[config.mk]
export PLATFORM = sky130hd
export DESIGN_NAME = alu_sequencer_flat
export DESIGN_NICKNAME = d
export VERILOG_FILES = /design/src/rtl/alu_sequencer_if.sv /design/src/rtl/alu_sequencer.sv /design/src/flat_wrapper.sv
export SDC_FILE = /design/constraint.sdc
export NUM_CORES = 1
export LEC_CHECK = 0
export ABC_AREA = 1
export CORE_MARGIN = 2
export CORE_UTILIZATION = 35
export CTS_CLUSTER_SIZE = 8
export DETAILED_ROUTE_END_ITERATION = 6
export PLACE_DENSITY_LB_ADDON = 0.25
export SLEW_MARGIN = 20
export SYNTH_ARGS = -nofsm -noshare
export SYNTH_HDL_FRONTEND = slang
export SYNTH_SLANG_ARGS = --single-unit
[constraint.sdc]
create_clock -name clock -period 5.2 [get_ports clock]
set_clock_uncertainty 0.1 [all_clocks]
set_input_delay 1.04 -clock clock [delete_from_list [all_inputs] [get_ports clock]]
set_output_delay 1.04 -clock clock [all_outputs]
set_load 0.005 [all_outputs]
[src/rtl/alu_sequencer_if.sv]
// alu_sequencer_if -- request/response bundle between control_unit and alu_sequencer.
//   start      : one-cycle request to run an operation
//   op         : 00 add, 01 sub, 10 mul, 11 div
//   operand_a  : first operand, unsigned
//   operand_b  : second operand, unsigned
//   busy       : operation in progress
//   done       : one-cycle pulse, result/flags valid
//   result     : sum/difference, product (low half) or quotient
//   remainder  : division remainder, 0 for other ops
//   overflow   : result did not fit in WIDTH bits
//   div_zero   : division by zero requested
// master = requester (control_unit), slave = alu_sequencer.
interface alu_sequencer_if #(
  parameter int WIDTH = 16
);
  logic             start;
  logic [1:0]       op;
  logic [WIDTH-1:0] operand_a;
  logic [WIDTH-1:0] operand_b;
  logic             busy;
  logic             done;
  logic [WIDTH-1:0] result;
  logic [WIDTH-1:0] remainder;
  logic             overflow;
  logic             div_zero;

  modport master (
    output start, op, operand_a, operand_b,
    input  busy, done, result, remainder, overflow, div_zero
  );

  modport slave (
    input  start, op, operand_a, operand_b,
    output busy, done, result, remainder, overflow, div_zero
  );
endinterface

[src/rtl/alu_sequencer.sv]
// alu_sequencer -- multi-cycle unsigned ALU: add/sub in one pass, shift-add
// multiply and restoring divide at one bit per cycle.
//   clock : system clock, all state on rising edge
//   reset : synchronous, active-high
//   bus   : alu_sequencer_if.slave (start/op/operands in, busy/done/result/flags out)
// Add/sub and divide-by-zero go IDLE->FINISH; mul/div go IDLE->ITER for WIDTH
// cycles, then FINISH. FINISH registers result/flags and pulses done, so done is
// high while the FSM is already back in IDLE and can accept the next start.
module alu_sequencer #(
  parameter int WIDTH = 16
) (
  input logic            clock,
  input logic            reset,
  alu_sequencer_if.slave bus
);

  localparam int CW = $clog2(WIDTH + 1);
  localparam logic [CW-1:0] LAST = CW'(WIDTH - 1);

  typedef enum logic [1:0] {
    IDLE,
    ITER,
    FINISH
  } state_t;

  typedef enum logic [1:0] {
    OP_ADD = 2'b00,
    OP_SUB = 2'b01,
    OP_MUL = 2'b10,
    OP_DIV = 2'b11
  } op_t;

  state_t state_q, state_d;
  op_t    op_q;
  op_t    op_in;

  logic [WIDTH-1:0]   a_q, b_q;
  logic [WIDTH-1:0]   shreg_q;   // mul: multiplier shifting right; div: dividend in, quotient out
  logic [WIDTH-1:0]   rem_q;     // div partial remainder
  logic [2*WIDTH-1:0] mcand_q;   // mul: multiplicand shifting left
  logic [2*WIDTH-1:0] acc_q;     // mul: product accumulator
  logic [CW-1:0]      cnt_q;

  logic [WIDTH-1:0] result_q, remainder_q;
  logic             overflow_q, div_zero_q, done_q;

  logic [WIDTH:0]   sum;
  logic [WIDTH-1:0] diff;
  logic [WIDTH:0]   div_shift;
  logic             div_ge;
  logic [WIDTH-1:0] div_sub;

  // Next-state logic
  always_comb begin
    state_d = state_q;
    op_in   = op_t'(bus.op);
    unique case (state_q)
      IDLE: begin
        if (bus.start) begin
          case (op_in)
            OP_ADD, OP_SUB: state_d = FINISH;
            OP_MUL:         state_d = ITER;
            OP_DIV:         state_d = (bus.operand_b == '0) ? FINISH : ITER;
            default:        state_d = IDLE;
          endcase
        end
      end
      ITER:    if (cnt_q == LAST) state_d = FINISH;
      FINISH:  state_d = IDLE;
      default: state_d = IDLE;
    endcase
  end

  // Arithmetic helpers
  always_comb begin
    sum       = {1'b0, a_q} + {1'b0, b_q};
    diff      = a_q - b_q;
    // Restoring step: bring next dividend bit into the partial remainder and
    // subtract the divisor only if it fits.
    div_shift = {rem_q, shreg_q[WIDTH-1]};
    div_ge    = (div_shift >= {1'b0, b_q});
    div_sub   = div_shift[WIDTH-1:0] - b_q;
  end

  always_ff @(posedge clock) begin
    if (reset) begin
      state_q     <= IDLE;
      op_q        <= OP_ADD;
      a_q         <= '0;
      b_q         <= '0;
      shreg_q     <= '0;
      rem_q       <= '0;
      mcand_q     <= '0;
      acc_q       <= '0;
      cnt_q       <= '0;
      result_q    <= '0;
      remainder_q <= '0;
      overflow_q  <= 1'b0;
      div_zero_q  <= 1'b0;
      done_q      <= 1'b0;
    end else begin
      state_q <= state_d;
      done_q  <= 1'b0;
      unique case (state_q)
        IDLE: begin
          if (bus.start) begin
            op_q       <= op_in;
            a_q        <= bus.operand_a;
            b_q        <= bus.operand_b;
            mcand_q    <= {{WIDTH{1'b0}}, bus.operand_a};
            shreg_q    <= (op_in == OP_DIV) ? bus.operand_a : bus.operand_b;
            acc_q      <= '0;
            rem_q      <= '0;
            cnt_q      <= '0;
            overflow_q <= 1'b0;
            div_zero_q <= 1'b0;
          end
        end
        ITER: begin
          cnt_q <= cnt_q + CW'(1);
          if (op_q == OP_MUL) begin
            if (shreg_q[0]) acc_q <= acc_q + mcand_q;
            mcand_q <= mcand_q << 1;
            shreg_q <= shreg_q >> 1;
          end else begin
            rem_q   <= div_ge ? div_sub : div_shift[WIDTH-1:0];
            shreg_q <= {shreg_q[WIDTH-2:0], div_ge};
          end
        end
        FINISH: begin
          done_q <= 1'b1;
          case (op_q)
            OP_ADD: begin
              result_q    <= sum[WIDTH-1:0];
              remainder_q <= '0;
              overflow_q  <= sum[WIDTH];
            end
            OP_SUB: begin
              result_q    <= diff;
              remainder_q <= '0;
              overflow_q  <= (a_q < b_q);
            end
            OP_MUL: begin
              result_q    <= acc_q[WIDTH-1:0];
              remainder_q <= '0;
              overflow_q  <= |acc_q[2*WIDTH-1:WIDTH];
            end
            default: begin
              if (b_q == '0) begin
                result_q    <= '0;
                remainder_q <= '0;
                div_zero_q  <= 1'b1;
              end else begin
                result_q    <= shreg_q;
                remainder_q <= rem_q;
              end
              overflow_q <= 1'b0;
            end
          endcase
        end
        default: ;
      endcase
    end
  end

  assign bus.busy      = (state_q != IDLE);
  assign bus.done      = done_q;
  assign bus.result    = result_q;
  assign bus.remainder = remainder_q;
  assign bus.overflow  = overflow_q;
  assign bus.div_zero  = div_zero_q;

endmodule

[src/flat_wrapper.sv]
// flat-port wrapper written by rule: the top's interface ports become plain ports
module alu_sequencer_flat 
#(
  parameter int WIDTH = 16
)
  (clock, reset, bus_start, bus_op, bus_operand_a, bus_operand_b, bus_busy, bus_done, bus_result, bus_remainder, bus_overflow, bus_div_zero);
  alu_sequencer_if #(.WIDTH(WIDTH)) bus_i ();
  input logic clock;
  input logic reset;
  input wire logic [$bits(bus_i.start)-1:0] bus_start;
  input wire logic [$bits(bus_i.op)-1:0] bus_op;
  input wire logic [$bits(bus_i.operand_a)-1:0] bus_operand_a;
  input wire logic [$bits(bus_i.operand_b)-1:0] bus_operand_b;
  output wire logic [$bits(bus_i.busy)-1:0] bus_busy;
  output wire logic [$bits(bus_i.done)-1:0] bus_done;
  output wire logic [$bits(bus_i.result)-1:0] bus_result;
  output wire logic [$bits(bus_i.remainder)-1:0] bus_remainder;
  output wire logic [$bits(bus_i.overflow)-1:0] bus_overflow;
  output wire logic [$bits(bus_i.div_zero)-1:0] bus_div_zero;
  assign bus_i.start = bus_start;
  assign bus_i.op = bus_op;
  assign bus_i.operand_a = bus_operand_a;
  assign bus_i.operand_b = bus_operand_b;
  assign bus_busy = bus_i.busy;
  assign bus_done = bus_i.done;
  assign bus_result = bus_i.result;
  assign bus_remainder = bus_i.remainder;
  assign bus_overflow = bus_i.overflow;
  assign bus_div_zero = bus_i.div_zero;
  alu_sequencer #(.WIDTH(WIDTH)) u_core (.clock(clock), .reset(reset), .bus(bus_i));
endmodule
==> metrics.md <==
| Metric | Value |
|---|---|
| Worst path required time | about 5500 ps |
| Cell depth of the worst flop-to-flop path | 9 |
| HP Start | u_core.bus.result[4] |
| DP Wirelength | roughly 34 mm |
| Clk_lat worst skew | 450 ps |
| Leak Pwr | about 6.3 nW |
| Hold Crit Depth | 2 |
| Core Box Area | roughly 35000 sq um |
| Detailed-route via count | 12940 |
| Global-route wire length before repair | ~66 mm |
| Period utilization | 0.6023 |
| Asr flop ratio synth | 0 |
| Die Y-Extent | 192.7 um |
| Initial drt markers | ~1000 |
| Yosys warnings | 0 |
| Worst Setup Path Type | register to register |
| Max cap viols | 0 |
| Worst-path clk slew | 70 ps |
| Ranking of synthesized cells by area | dfxtp_1 (28%), nand2_1 (17%), a21oi_1 (8.2%) |
| Area fraction of the dominant cell type after synthesis | 0.2763 |
| Final hold vios | 0 |
| Final wirelength | roughly 42 mm |
| Max Freq | approximately 320 MHz |
| CP endpoint kind | register |
| VDD IR max | approximately 0.24 mV |
| CTS tree | done |
| Synth top cells by count | nand2_1 (559), inv_1 (235), a21oi_1 (203) |
| CTS root buf | clkbuf_16 |
| Share of layout cells above drive strength 1 | 0.06085 |
| Seq/Total Area, Yosys | 0.2763 |
| Die Wd | between 150 and 200 um |
| Grt total ovfl | 0 |
| Routed len/inst | around 17 um |
| Vias in the first global route | approximately 12000 |
| DRC | 0 |
| Post-synth EDFFs | 0 |
| Synth area leader | dfxtp_1 |
| Syn Inst Count | roughly 2000 |
| Internal power | around 2.5 mW |
| Critical path data arrival time | 3410 ps |
| Share of total power in combinational logic | 0.292 |
| Most frequent cell after synthesis | nand2_1 |
| Worst min path class | register to register |
| Primary FF master, synth | dfxtp_1 |
| Net switching power figure | around 1.5 mW |
| Crit start category | register |
| Antenna violations before repair | 0 |
| Register-to-register path setup slack | about 2100 ps |
| Post-route insts no fill | 2466 |
| WHS Endpoint | u_core.bus.result[4] |
| Post-cts sizing count | 0 |
| 1st-pass router iterations | 5 |
| Final Critical Period | around 3100 ps |
| Worst-margin pin slew | between 900 and 1000 ps |
| Number of synthesized register bits | between 150 and 200 |
| Placed Instances | between 2000 and 2500 |
| H-tree levels | 4 |
| Pin count of the biggest net entering global routing | 96 |
| Post-Syn Nets | around 2100 |
| Clock network power share | 0.327 |
| Rows | 69 |
| Initial Utilization | 0.3529 |
| Slew headroom | 0.3634 |
| Flop pwr share | 0.381 |
| Slew Limit Fails | 0 |
| Switching share of power | 0.3732 |
| Worst Path Max Fanout | 32 |
| Inserted Diodes | 0 |
| Clk sinks | ~170 |
| Unique cell type count in the Yosys netlist | 53 |
| Critical R2R Capture | u_core.acc_q[0] |
| Hold buffer count at cts | 0 |
| Final setup fails | 0 |
| Status | complete, no violations |
| IO Pins | 73 |
| Num CTS Buffers | 17 |
| Setup TNS | 0 ps |
| Post-route ant nets | 0 |
| GP Congestion | ~0.93 |
| DIE AREA | between 30000 and 40000 sq um |
| CTS Buffer Depth | 2 |
| PwrDens | between 200 and 300 nW/um^2 |
| # Post-CTS Setup Buffers | 0 |
| Mean Syn Cell Area | 6.325 sq um |
| Post-DR vias/cell | approximately 5.2 |
| FF-to-FF Start | u_core.state_q[0] |
| RSZ-0062 raised after global routing | no |
| Syn-to-layout area delta | 12.38% |
| Total GRT Usage | 0.2318 |
| Cell Area, Synth | about 12000 sq um |
| Nets | about 2100 |
| PortBufs | 72 |
## cells by family after synthesis
kind of cell / after synthesis / share of synthesized area
compound gates: 424 / 0.1872
xor+xnor: 13 / 0.009138
fa+ha+maj: 85 / 0.08776
buf+inv: 332 / 0.1075
flops: 172 / 0.2763
simple gates: 944 / 0.3321
## cell usage in the layout, fill, tap and decap left out, types with 3 or more instances in the layout
master and instances:
a21oi_2 11, nand2_4 10, or2_2 4, inv_1 235
xor2_1 5, and2_1 3, o21ai_1 31, fa_1 4
nand3_2 11, a22oi_1 9, nand4_1 22, o211ai_1 7
nor4_1 10, nor2_1 139, nand3b_1 6, buf_4 5
a21oi_1 203, inv_6 4, dfxtp_1 172, o21bai_1 5
a21boi_1 8, clkbuf_16 17, o31ai_1 9, nand2_1 559
a31oi_1 18, o21ai_0 110, xnor2_1 8, ha_1 81
nor2_2 8, nand3_1 135, inv_2 21, nor2_4 6
nand2_2 7, nor3_1 17, o221ai_1 6, clkdlybuf4s50_1 71
## power groups by stage
stage	clock network, mW	logic (mW)	registers, mW
after global routing	1.36	1.27	1.50
after CTS	1.30	1.13	1.49
after detailed placement	0	1.13	1.52
after global placement	0	1.12	1.52
after floorplan	0	0.836	1.47
final	1.28	1.14	1.49
## critical path: stages, from the launching register on
cell     delay (ps)
dfxtp_1         400
nand2_2         360
nor2_2          650
inv_2           200
nor2_4          650
nor2_2           40
buf_4           270
inv_1           150
nand3_1          80
a21oi_1         150
## metal layers
layer	routed length, um	GRT usage	up-vias
met5	0	0	-
met4	1288	0.08749	0
met3	2328	0.03801	57
met2	18490	0.3615	367
met1	20140	0.3192	6027
li1	-	-	6490
## area by class of cell
cell class	instances	area, sq um
clock buffer	19	442.9
multi-input combinational	1466	7680
tap	461	576.8
fill	3784	21310
sequential	172	3443
clock inverter	13	130.1
timing repair buffer	77	759.5
inverter	258	970.9
## state kept, by name, indices dropped and copies added, names as in the netlist
signal	cells
u_core.cnt_q	5
u_core.op_q	2
u_core.a_q	16
u_core.b_q	16
u_core.rem_q	16
u_core.mcand_q	32
u_core.state_q	2
u_core.acc_q	32
u_core.bus.div_zero	1
u_core.bus.overflow	1
u_core.bus.done	1
u_core.bus.remainder	16
u_core.bus.result	16
u_core.shreg_q	16
## stage by stage
stage	total power, mW	hold WS [ps]	utilization	instance area, sq um	worst slack (ps)
after global placement	2.633	348.1	0.3802	13420	1753
after detailed placement	2.645	353.6	0.3802	13430	1696
after CTS	3.920	364.4	0.3965	14000	2045
after global routing	4.134	384.6	0.3966	14000	1790
final	3.910	366.2	0.3966	14000	2068
after floorplan	2.310	339.6	-	12460	3094
## worst max path at each step
stage | to | cells after the start | startpoint
6_report | u_core.acc_q[0] | 9 | u_core.state_q[0]
5_1_grt | u_core.acc_q[0] | 10 | u_core.state_q[1]
2_1_floorplan | u_core.shreg_q[10] | 8 | bus_op[0]
3_3_place_gp | u_core.shreg_q[0] | 9 | bus_start
3_5_place_dp | u_core.cnt_q[2] | 7 | bus_start
4_1_cts | u_core.acc_q[0] | 9 | u_core.state_q[0]
Note: power is estimated with default switching activity, not from simulation.
